`config.mk`:
```
export PLATFORM = sky130hd
export DESIGN_NAME = rgb_entry_ctrl
export DESIGN_NICKNAME = d
export VERILOG_FILES = /design/src/rtl/rgb_entry_ctrl.sv
export SDC_FILE = /design/constraint.sdc
export NUM_CORES = 1
export LEC_CHECK = 0
export ABC_AREA = 1
export CELL_PAD_IN_SITES_DETAIL_PLACEMENT = 0
export CELL_PAD_IN_SITES_GLOBAL_PLACEMENT = 2
export CORE_MARGIN = 2
export CORE_UTILIZATION = 29
export DETAILED_ROUTE_END_ITERATION = 16
export PLACE_DENSITY = 0.77
export SLEW_MARGIN = 15
export SYNTH_ARGS = -nofsm -noshare
export SYNTH_HDL_FRONTEND = slang
export SYNTH_SLANG_ARGS = --single-unit
```
`constraint.sdc`:
```
create_clock -name clk -period 3 [get_ports clk]
set_clock_uncertainty 0.1 [all_clocks]
set_input_delay 0.3 -clock clk [delete_from_list [all_inputs] [get_ports clk]]
set_output_delay 0.3 -clock clk [all_outputs]
set_load 0.05 [all_outputs]
```
`src/rtl/rgb_entry_ctrl.sv`:
```
`default_nettype none
// ============================================================================
//  Module   : rgb_entry_ctrl
//  Purpose  : Keypad-driven three-digit decimal entry for the R, G and B
//             channel registers. Digits are mirrored right-aligned to the
//             7-segment path. Enter converts the entry to binary, checks
//             that it is in 0..255, commits it to the selected channel and
//             advances the channel R->G->B->R.
//  Ports    : clk        - system clock, rising edge
//             rst_n      - asynchronous active-low reset
//             key        - 0-9 digit, 10 Enter, 11 Clear, 12 Skip, 13-15 none
//             key_valid  - key strobe, sampled on each rising edge
//             u, d, c    - display digits (units, tens, hundreds), 16 = blank
//             chan       - selected channel (0=R, 1=G, 2=B)
//             r_val, g_val, b_val - committed channel values
//             load       - one-cycle pulse when a channel register updates
//             busy       - conversion/commit in progress, keys dropped
//             err        - entry error, cleared by the next key
//  Revision : 1.0 - initial release
// ============================================================================
module rgb_entry_ctrl (
  input  logic       clk,
  input  logic       rst_n,
  input  logic [3:0] key,
  input  logic       key_valid,
  output logic [4:0] u,
  output logic [4:0] d,
  output logic [4:0] c,
  output logic [1:0] chan,
  output logic [7:0] r_val,
  output logic [7:0] g_val,
  output logic [7:0] b_val,
  output logic       load,
  output logic       busy,
  output logic       err
);

  typedef enum logic [1:0] {
    ST_ENTRY  = 2'd0,
    ST_CALC   = 2'd1,
    ST_COMMIT = 2'd2,
    ST_ERROR  = 2'd3
  } state_t;

  localparam logic [4:0] BLANK     = 5'd16;
  localparam logic [3:0] KEY_ENTER = 4'd10;
  localparam logic [3:0] KEY_CLEAR = 4'd11;
  localparam logic [3:0] KEY_SKIP  = 4'd12;

  state_t     state_q, state_d;
  logic [4:0] u_q, u_d, d_q, d_d, c_q, c_d;
  logic [1:0] count_q, count_d;
  logic [1:0] chan_q, chan_d;
  logic [7:0] r_q, r_d, g_q, g_d, b_q, b_d;
  logic [9:0] val_q, val_d;
  logic       load_q, load_d;

  logic [3:0] u_bin, d_bin, c_bin;
  logic [9:0] calc_val;
  logic [1:0] chan_next;

  // Blank positions contribute zero to the decimal value.
  assign u_bin    = (u_q == BLANK) ? 4'd0 : u_q[3:0];
  assign d_bin    = (d_q == BLANK) ? 4'd0 : d_q[3:0];
  assign c_bin    = (c_q == BLANK) ? 4'd0 : c_q[3:0];
  assign calc_val = 10'(c_bin) * 10'd100 + 10'(d_bin) * 10'd10 + 10'(u_bin);

  assign chan_next = (chan_q == 2'd2) ? 2'd0 : chan_q + 2'd1;

  always_comb begin
    state_d = state_q;
    u_d     = u_q;
    d_d     = d_q;
    c_d     = c_q;
    count_d = count_q;
    chan_d  = chan_q;
    r_d     = r_q;
    g_d     = g_q;
    b_d     = b_q;
    val_d   = val_q;
    load_d  = 1'b0;

    case (state_q)
      ST_ENTRY: begin
        if (key_valid) begin
          if (key <= 4'd9) begin
            // A fourth digit is silently ignored.
            if (count_q != 2'd3) begin
              c_d     = d_q;
              d_d     = u_q;
              u_d     = {1'b0, key};
              count_d = count_q + 2'd1;
            end
          end else if (key == KEY_ENTER) begin
            state_d = (count_q == 2'd0) ? ST_ERROR : ST_CALC;
          end else if (key == KEY_CLEAR) begin
            u_d = BLANK; d_d = BLANK; c_d = BLANK;
            count_d = 2'd0;
          end else if (key == KEY_SKIP) begin
            chan_d = chan_next;
            u_d = BLANK; d_d = BLANK; c_d = BLANK;
            count_d = 2'd0;
          end
        end
      end

      ST_CALC: begin
        val_d   = calc_val;
        state_d = (calc_val > 10'd255) ? ST_ERROR : ST_COMMIT;
      end

      ST_COMMIT: begin
        // Range was already checked in CALC; the guard keeps a corrupted
        // value from ever reaching a channel register.
        if (val_q[9:8] == 2'b00) begin
          case (chan_q)
            2'd0:    r_d = val_q[7:0];
            2'd1:    g_d = val_q[7:0];
            default: b_d = val_q[7:0];
          endcase
          load_d = 1'b1;
        end
        chan_d  = chan_next;
        u_d = BLANK; d_d = BLANK; c_d = BLANK;
        count_d = 2'd0;
        state_d = ST_ENTRY;
      end

      default: begin  // ST_ERROR: the waking key is consumed, not decoded
        if (key_valid) begin
          u_d = BLANK; d_d = BLANK; c_d = BLANK;
          count_d = 2'd0;
          state_d = ST_ENTRY;
        end
      end
    endcase
  end

  always_ff @(posedge clk or negedge rst_n) begin
    if (!rst_n) begin
      state_q <= ST_ENTRY;
      u_q     <= BLANK;
      d_q     <= BLANK;
      c_q     <= BLANK;
      count_q <= 2'd0;
      chan_q  <= 2'd0;
      r_q     <= 8'd0;
      g_q     <= 8'd0;
      b_q     <= 8'd0;
      val_q   <= 10'd0;
      load_q  <= 1'b0;
    end else begin
      state_q <= state_d;
      u_q     <= u_d;
      d_q     <= d_d;
      c_q     <= c_d;
      count_q <= count_d;
      chan_q  <= chan_d;
      r_q     <= r_d;
      g_q     <= g_d;
      b_q     <= b_d;
      val_q   <= val_d;
      load_q  <= load_d;
    end
  end

  assign u     = u_q;
  assign d     = d_q;
  assign c     = c_q;
  assign chan  = chan_q;
  assign r_val = r_q;
  assign g_val = g_q;
  assign b_val = b_q;
  assign load  = load_q;
  assign busy  = (state_q == ST_CALC) || (state_q == ST_COMMIT);
  assign err   = (state_q == ST_ERROR);

endmodule
`default_nettype wire

```
==> results of run 1 <==
[layout make-up]
cell class / instances / area share (%)
Clock inverter: 2 / 0.923
Inverter: 52 / 4.77
Multi-Input combinational cell: 245 / 39.9
Timing Repair Buffer: 67 / 14.9
Sequential cell: 56 / 33.6
Clock buffer: 6 / 1.73
Tap cell: 140 / 4.17
[layer usage]
layer | track usage (%) | vias up
li1 | - | 1271
met1 | 19.2 | 1111
met2 | 20.8 | 58
met3 | 2.27 | 2
met4 | 1.65 | 0
met5 | 0 | -
[kinds of logic (layout without fill, tap and decap cells)]
group | count (synthesis) | after routing | share of synthesized area (%)
buffers and inverters | 64 | 127 | 8.61
muxes | 1 | 1 | 0.352
AOI/OAI and AO/OA | 55 | 55 | 9.74
xor gates and xnor gates | 5 | 5 | 1.37
DFF | 56 | 56 | 43.9
and+or+nand+nor | 149 | 149 | 21.1
adders and majority gates | 35 | 35 | 14.9
[registers in the layout, summed over array words and instances (netlist names)]
register	cells
b_val	8
val_q	10
count_q	2
state_q	2
chan	2
g_val	8
r_val	8
u	5
c	5
d	5
load	1
[where the power goes]
group          leakage [nW]  total (mW)  internal (mW)  switching (mW)
Combinational          1.17        2.01          0.639            1.37
Sequential            0.749        1.16          0.992           0.166
Clock                0.0558       0.505          0.253           0.252
Total                  1.98        3.67           1.88            1.79
[synth_stat cells, types with 5 or more instances]
cell type / instances / area (um2)
o21ai_2: 6 / 52.6
ha_1: 30 / 375
nand2_2: 11 / 68.8
a21oi_1: 6 / 30.0
o21ai_1: 6 / 30.0
clkbuf_1: 6 / 22.5
nand3_1: 20 / 100
nor2_1: 12 / 45.0
o21ai_0: 34 / 170
inv_1: 50 / 188
dfrtp_1: 53 / 1330
nand2_1: 98 / 368
fa_1: 5 / 100
[worst max-delay path: cells and delay by family (launching register included)]
kind / cells / cell delay [ns]
adders and majority gates: 6 / 1.36
buffers and inverters: 6 / 0.34
DFF: 1 / 0.42
and+or+nand+nor: 9 / 0.64
[repair_timing]
item                       4_1_cts  5_1_grt
gates resized for setup         11        8
hold buffers                     1        0
pin swaps                        6        7
setup buffers                    1        3
hold endpoints to repair        18        0
setup endpoints to repair        1        5
[placed cells by master (no fill, tap or decap), types with 6 or more instances in the layout]
cell	n
ha_4	8
dfrtp_1	49
nand2_2	15
o21ai_2	6
nand3_1	15
clkdlybuf4s50_1	49
o21ai_0	34
inv_1	41
inv_2	10
buf_4	16
nor2_1	12
o21ai_1	6
ha_1	21
nand2_1	94
[worst min-delay path by stage]
| stage | startpoint | endpoint |
|---|---|---|
| after floorplan | rst_n | b_val[0] |
| after global placement | rst_n | g_val[7] |
| after detailed placement | rst_n | r_val[7] |
| after CTS | rst_n | r_val[1] |
| after global routing | rst_n | b_val[0] |
| final | rst_n | r_val[7] |
==> qor.yml, run 1 <==
cts_tree: "yes"
p_leak_nw: 1.98
gp_congestion: 0.760
worstSetupEndpoint: "state_q[0]"
yosysWarnings: 0
placed_cells: 555
fin_cells: 568
synth-edff-count: 0
grt_max_degree: 25
cp_data_required_time_ns: 3.12
critPathLaunch: "c[2]"
cts_root_buffer: "clkbuf_8"
async_flop_share_pct: 100
m1WireLength_um: 3670
synth-seq-cells: 56
antenna_cells: 0
clk-insertion-delay-late_ns: 0.30
slew-limit-headroom_pct: 56.5
start_kind: "flip-flop"
via_per_inst: 4.30
place_area_um2: 3950
setup_ws_ns: 0.0428
drt_iter0_markers: 98
first_pass_iters: 4
r2r-end: "state_q[0]"
worst_pin_slew_ns: 0.650
synth_nets: 407
hpwl_um: 5550
grt_pass1_vias: 2448
syn_avg_cell_area_um2: 8.76
fin_util_pct: 38.9
fillers: 1131
h-tree-depth: 2
ir_drop_v: 0.000538
std_cell_rows: 38
seq_area_frac_synth_pct: 43.9
core_um2: 10800
dr.max_layer_used: "met4"
maxCapViolCount: 0
ys_types: 32
rr_worst_depth: 21
slowest_stage: "dfrtp_2"
met2_length_um: 3160
syn2layout_area_growth_pct: 31.3
crit_type: "reg -> reg"
worst_ep_arrival_time_ns: 3.07
postRouteAntennaNets: 0
die_w_um: 109
numPortBuffers: 50
setup-violations-final: 0
cellPowerDensity_nw_per_um2: 873
cp_max_fo: 4
syn-cell-area_um2: 3200
clk_pin_slew_ns: 0.10
hold_class: "in -> async"
rsz0062_at_grt: "true"
dr_wl_met3_um: 326
grtUsageTotal_pct: 13.1
synth_ff_type: "dfrtp_1"
tns_ns: 0
fin_crit_ns: 2.96
path_cells: "inv_2 -> ha_4 -> nand3_4 -> nand2_2 -> inv_2 -> ha_4 -> ha_4 -> inv_2 -> fa_1 -> inv_2 -> ha_4 -> ha_4 -> nand2_1 -> inv_1 -> nand3_2 -> nand2_1 -> nand2_1 -> nand3_2 -> nand3_2 -> nand2_2 -> inv_2"
cts.sinks: 56
finish.instance_area_um2: 4200
drt_wl_total_um: 7180
antenna_found_initial: 0
rr_startpoint: "c[2]"
slew_violations: 0
endpoint_kind: "flip-flop"
drc_errors: 0
hold_viol_final: 0
vias: 2442
r2r_slack_ns: 0.04
fin_nets: 469
fmax_mhz: 338
finalCritPeriodShare_pct: 98.6
regArea_um2: 1410
multi_input_area_um2: 1680
p_total_mw: 3.67
place_ws_ns: -0.0565
hold_slack_ns: 0.352
pin_count: 51
die_h_um: 109
grt_pass1_wl_um: 12300
initial_core_util_pct: 29.6
outcome: "finished, final reports clean"
drt-wirelength-per-cell_um: 12.6
overflow: 0
cts_made_buffers: 5
syn_inst: 365
clockBufferDepth: 2
drive_above_1_share_pct: 20.8
die_area_um2: 11900
slowest_delay_ns: 0.42
Power figures use the tool's default switching activity.
==> run 2, diff against run 1 <==
CORE_UTILIZATION = 30   (was 29)
CTS_BUF_LIST = sky130_fd_sc_hd__clkbuf_2   (was default)
PLACE_DENSITY = 0.8   (was 0.77)
==> run 2 against run 1 <==
Register-to-register slack is essentially flat. Sequential share of layout area barely moved. Power down 2.7%. Clock power down 22%. Combinational power about the same. Setup slack got worse by 0.0086 ns. First-iteration DRC count decreased by 20%. Critical path depth shrank 1. Cell area is essentially flat. Flip-flop and latch count unchanged. Die area fell by 3.2%. Largest cell class unchanged.
==> qor.yml, run 2 (same netlist as run 1, synthesis figures left out) <==
drive_above_1_share_pct: 22.7  # was 20.8%
critPathLaunch: "c[3]"  # was c[2]
rsz0062_at_grt: "true"  # unchanged
die_h_um: 107  # was 109 um
grt_pass1_wl_um: 11900  # was 12300 um
initial_core_util_pct: 31.0  # was 29.6%
drt_iter0_markers: 78  # was 98
grt_pass1_vias: 2443  # was 2448
cellPowerDensity_nw_per_um2: 849  # was 873 nW/um2
clk_pin_slew_ns: 0.29  # was 0.10 ns
h-tree-depth: 2  # unchanged
gp_congestion: 0.753  # was 0.760
setup-violations-final: 0  # unchanged
drt-wirelength-per-cell_um: 12.6  # about the same
slew_violations: 0  # unchanged
largest_register: "val_q"  # unchanged
final_common_cell: "nand2_1"  # unchanged
cp_max_fo: 4  # unchanged
fillers: 1040  # was 1131
hpwl_um: 5350  # was 5550 um
clk-insertion-delay-late_ns: 0.44  # was 0.30 ns
drc_errors: 0  # unchanged
fmax_mhz: 337  # was 338 MHz
cts_made_buffers: 5  # unchanged
ir_drop_v: 0.000531  # was 0.000538 V
drt_wl_total_um: 7120  # was 7180 um
worst_pin_slew_ns: 0.674  # was 0.650 ns
path_cells: "inv_2 -> ha_4 -> nand3_4 -> nand2_2 -> inv_2 -> ha_4 -> ha_4 -> inv_2 -> fa_1 -> inv_2 -> ha_4 -> ha_4 -> nand2_2 -> inv_2 -> a21oi_2 -> nand3_1 -> nand3_2 -> nand3_2 -> nand2_1 -> inv_1"  # was inv_2 -> ha_4 -> nand3_4 -> nand2_2 -> inv_2 -> ha_4 -> ha_4 -> inv_2 -> fa_1 -> inv_2 -> ha_4 -> ha_4 -> nand2_1 -> inv_1 -> nand3_2 -> nand2_1 -> nand2_1 -> nand3_2 -> nand3_2 -> nand2_2 -> inv_2
cts_root_buffer: "clkbuf_2"  # was clkbuf_8
rr_startpoint: "c[3]"  # was c[2]
std_cell_rows: 37  # was 38
p_total_mw: 3.57  # was 3.67 mW
maxCapViolCount: 0  # unchanged
cp_data_required_time_ns: 3.29  # was 3.12 ns
crit_type: "reg -> reg"  # unchanged
grt_max_degree: 46  # was 25
pin_count: 51  # unchanged
hold_viol_final: 0  # unchanged
numPortBuffers: 50  # unchanged
first_pass_iters: 4  # unchanged
overflow: 0  # unchanged
syn2layout_area_growth_pct: 31.4  # was 31.3%
finalCritPeriodShare_pct: 98.9  # was 98.6%
p_leak_nw: 1.99  # was 1.98 nW
fin_crit_ns: 2.97  # was 2.96 ns
fin_nets: 472  # was 469
antenna_cells: 0  # unchanged
layout_common_cells: "nand2_1 (93), dfrtp_1 (49), clkdlybuf4s50_1 (49)"  # was nand2_1 (94), dfrtp_1 (49), clkdlybuf4s50_1 (49)
endpoint_kind: "flip-flop"  # unchanged
antenna_found_initial: 0  # unchanged
core_um2: 10300  # was 10800 um2
cts.sinks: 56  # unchanged
vias: 2496  # was 2442
grtUsageTotal_pct: 12.9  # was 13.1%
largest_register_ffs: 10  # unchanged
start_kind: "flip-flop"  # unchanged
clockBufferDepth: 2  # unchanged
hold_slack_ns: 0.122  # was 0.352 ns
outcome: "finished, final reports clean"  # unchanged
slowest_delay_ns: 0.48  # was 0.42 ns
die_w_um: 107  # was 109 um
worst_ep_arrival_time_ns: 3.25  # was 3.07 ns
postRouteAntennaNets: 0  # unchanged
via_per_inst: 4.40  # was 4.30
hold_class: "in -> async"  # unchanged
slowest_stage: "dfrtp_2"  # unchanged
cts_tree: "yes"  # unchanged
die_area_um2: 11500  # was 11900 um2
slew-limit-headroom_pct: 55.0  # was 56.5%
[run 2: cell count changes in the layout (fill, tap and decap cells not counted), sizes merged]
cell / delta
buf: +3
[run 2: layer usage]
layer  vias up  wire length [um]  global-route usage, %
met3         2               263                   2.12
met5         -                 0                      0
li1       1279                 -                      -
met4         0                24                   2.23
met1      1165              3710                   18.7
met2        50              3120                   20.4
[run 2: path summary, 6_finish.rpt]
check                                   to  slack [ns]  cells past startpoint
min in group clk                      u[0]        0.37                      3
max in group asynchronous         g_val[3]        1.96                      4
worst min register to register        d[4]        0.41                      2
worst max-delay path            state_q[0]        0.03                     20
worst min-delay path              b_val[6]        0.12                      2
worst max register to register  state_q[0]        0.03                     20
[run 2: cell type report]
class | count | area [um2] | area share (%)
multi-input cells | 245 | 1690 | 40.2
flip-flops and latches | 56 | 1410 | 33.6
repair buffers | 70 | 664 | 15.8
inverters | 52 | 200 | 4.76
well taps | 136 | 170 | 4.05
clock inverters | 2 | 38.8 | 0.923
clock buffers | 6 | 30.0 | 0.715
[run 2: critical path, delay by kind of cell, from the launching register on]
family | cells | cell delay (ns)
and+or+nand+nor | 7 | 0.58
buffers and inverters | 6 | 0.31
adders and majority gates | 6 | 1.31
AOI/OAI and AO/OA | 1 | 0.13
DFF | 1 | 0.48
[run 2: timing repair]
action | 4_1_cts | 5_1_grt
gates cloned | 0 | 0
pin swaps | 1 | 16
buffers inserted | 1 | 5
setup endpoints to repair | 1 | 4
hold buffers | 1 | 0
gates resized for setup | 2 | 23
endpoints found under the hold margin | 41 | 0
[run 2: through the flow]
stage | cell area, um2 | utilization, % | worst slack (ns) | TNS, ns | cells
after floorplan | 3270 | - | -0.0697 | -0.0697 | 365
after global placement | 3950 | 38.2 | 0.0301 | 0 | 551
after detailed placement | 3950 | 38.2 | -0.0168 | -0.0168 | 551
after CTS | 4040 | 39.1 | 0.00233 | 0 | 561
after global routing | 4200 | 40.7 | -0.130 | -0.207 | 567
final | 4200 | 40.7 | 0.0342 | 0 | 567
[run 2: power by group]
part	total (mW)	leakage, nW	switching [mW]	internal [mW]
clock	0.396	0.0436	0.248	0.148
combinational	2.01	1.20	1.37	0.648
sequential	1.16	0.749	0.168	0.990
total	3.57	1.99	1.78	1.79
==> run 3, diff against run 2 <==
CORE_UTILIZATION = 36   (was 30)
PLACE_DENSITY = 0.89   (was 0.8)
clock period = 3.65 ns   (was 3 ns; I/O delays follow)
==> run 3 against run 2 <==
Clock power decreased by 39%. Sequential power decreased by 18%. First-iteration DRC count decreased by 2.6%. Largest cell class unchanged.
==> qor.yml, run 3 (same netlist as run 1, synthesis figures left out) <==
outcome: "finished, final reports clean"  # unchanged
grt_pass1_vias: 2509  # was 2443
fin_util_pct: 44.4  # was 40.7%
drive_above_1_share_pct: 11.3  # was 22.7%
p_total_mw: 2.79  # was 3.57 mW
syn2layout_area_growth_pct: 20.6  # was 31.4%
overflow: 0  # unchanged
fmax_mhz: 294  # was 337 MHz
antenna_found_initial: 0  # unchanged
h-tree-depth: 2  # unchanged
tns_ns: 0  # unchanged
p_leak_nw: 1.90  # was 1.99 nW
pin_count: 51  # unchanged
layout_common_cells: "nand2_1 (98), dfrtp_1 (51), inv_1 (50)"  # was nand2_1 (93), dfrtp_1 (49), clkdlybuf4s50_1 (49)
m1WireLength_um: 3410  # was 3710 um
rr_startpoint: "c[2]"  # was c[3]
worst_ep_arrival_time_ns: 3.71  # was 3.25 ns
numPortBuffers: 50  # unchanged
cts_made_buffers: 5  # unchanged
std_cell_rows: 34  # was 37
setup-violations-final: 0  # unchanged
gp_congestion: 0.861  # was 0.753
hold_class: "in -> async"  # unchanged
clk_pin_slew_ns: 0.27  # was 0.29 ns
vias: 2457  # was 2496
largest_register: "val_q"  # unchanged
dr_wl_met3_um: 324  # was 263 um
cts_root_buffer: "clkbuf_2"  # unchanged
rsz0062_at_grt: "false"  # was true
die_h_um: 98.3  # was 107 um
grt_max_degree: 38  # was 46
drt_wl_total_um: 6870  # was 7120 um
postRouteAntennaNets: 0  # unchanged
final_common_cell: "nand2_1"  # unchanged
cellPowerDensity_nw_per_um2: 724  # was 849 nW/um2
worst_pin_slew_ns: 0.802  # was 0.674 ns
fin_nets: 458  # was 472
grtUsageTotal_pct: 15.4  # was 12.9%
hold_viol_final: 0  # unchanged
clockBufferDepth: 2  # unchanged
r2r_slack_ns: 0.24  # was 0.03 ns
cp_data_required_time_ns: 3.96  # was 3.29 ns
r2r-end: "state_q[0]"  # unchanged
drt-wirelength-per-cell_um: 13.1  # was 12.6 um
largest_register_ffs: 10  # unchanged
place_area_um2: 3760  # was 3950 um2
ir_drop_v: 0.000464  # was 0.000531 V
maxCapViolCount: 0  # unchanged
fin_crit_ns: 3.41  # was 2.97 ns
first_pass_iters: 4  # unchanged
cp_max_fo: 5  # was 4
die_area_um2: 9650  # was 11500 um2
cts_tree: "yes"  # unchanged
via_per_inst: 4.68  # was 4.40
grt_pass1_wl_um: 12200  # was 11900 um
clk-insertion-delay-late_ns: 0.44  # about the same
die_w_um: 98.3  # was 107 um
initial_core_util_pct: 36.9  # was 31.0%
met2_length_um: 3080  # was 3120 um
crit_type: "reg -> reg"  # unchanged
drt_iter0_markers: 76  # was 78
endpoint_kind: "flip-flop"  # unchanged
drc_errors: 0  # unchanged
core_um2: 8680  # was 10300 um2
hpwl_um: 5200  # was 5350 um
rr_worst_depth: 21  # was 20
cts.sinks: 56  # unchanged
antenna_cells: 0  # unchanged
finalCritPeriodShare_pct: 93.3  # was 98.9%
start_kind: "flip-flop"  # unchanged
slew-limit-headroom_pct: 46.5  # was 55.0%
finish.instance_area_um2: 3860  # was 4200 um2
slew_violations: 0  # unchanged
dr.max_layer_used: "met4"  # unchanged
[run 3: cell count changes in the layout (fill, tap and decap cells not counted), moves of 5 or more]
| cell | delta |
|---|---|
| inv_1 | +10 |
| inv_2 | -10 |
| nand2_1 | +5 |
| ha_4 | -7 |
| nand3_1 | +7 |
| nand3_2 | -6 |
| ha_1 | +9 |
| nand2_2 | -5 |
| buf_4 | -12 |
[run 3: where the power goes]
part / internal, mW / total (mW) / switching (mW)
clock: 0.0477 / 0.242 / 0.195
sequential: 0.813 / 0.951 / 0.138
combinational: 0.498 / 1.60 / 1.10
[run 3: area by class of cell]
| cell class | instances | area (um2) |
|---|---|---|
| Clock buffer | 6 | 30.0 |
| Tap cell | 108 | 135 |
| Timing Repair Buffer | 56 | 543 |
| Fill cell | 885 | 4820 |
| Multi-Input combinational cell | 245 | 1530 |
| Inverter | 52 | 200 |
| Sequential cell | 56 | 1410 |
| Clock inverter | 2 | 11.3 |
[run 3: stage by stage]
step           cells  setup slack, ns  hold slack (ns)
5_1_grt          525           0.0282            0.422
2_1_floorplan    365            0.118          -0.0306
3_5_place_dp     512            0.226            0.374
3_3_place_gp     512            0.317            0.366
6_report         525            0.245            0.408
4_1_cts          521            0.145            0.400
[run 3: worst max path at each step]
stage                      end  from  slack (ns)  cells after the start
global route        state_q[0]  c[2]        0.03                     21
floorplan           state_q[0]  c[2]        0.12                     20
CTS                 state_q[0]  c[2]        0.15                     21
global placement    state_q[0]  c[1]        0.32                     20
detailed placement  state_q[0]  c[2]        0.23                     20
finish              state_q[0]  c[2]        0.24                     21
[run 3: what timing repair did]
| item | CTS | global route |
|---|---|---|
| setup endpoints to repair | 0 | 2 |
| endpoints found under the hold margin | 36 | 0 |
| gates resized for setup | 0 | 3 |
| hold buffers | 1 | 0 |
| setup buffers | 0 | 4 |
[run 3: routing by layer]
layer / global-route usage (%) / vias to the layer above
li1: - / 1246
met1: 21.8 / 1151
met2: 24.8 / 54
met3: 3.36 / 6
met4: 2.53 / 0
met5: 0 / -
[run 3: critical path, stage by stage, from the launching register on]
cell	delay (ns)
dfrtp_1	0.48
inv_1	0.09
ha_1	0.20
nand3_1	0.13
nand2_1	0.07
inv_1	0.09
ha_1	0.16
ha_1	0.18
inv_1	0.06
fa_1	0.47
inv_1	0.04
ha_1	0.32
ha_4	0.27
nand2_1	0.08
inv_1	0.05
a21oi_1	0.18
nand2_1	0.08
nand2_1	0.05
nand3_1	0.09
nand3_1	0.10
nand2_1	0.05
inv_1	0.04
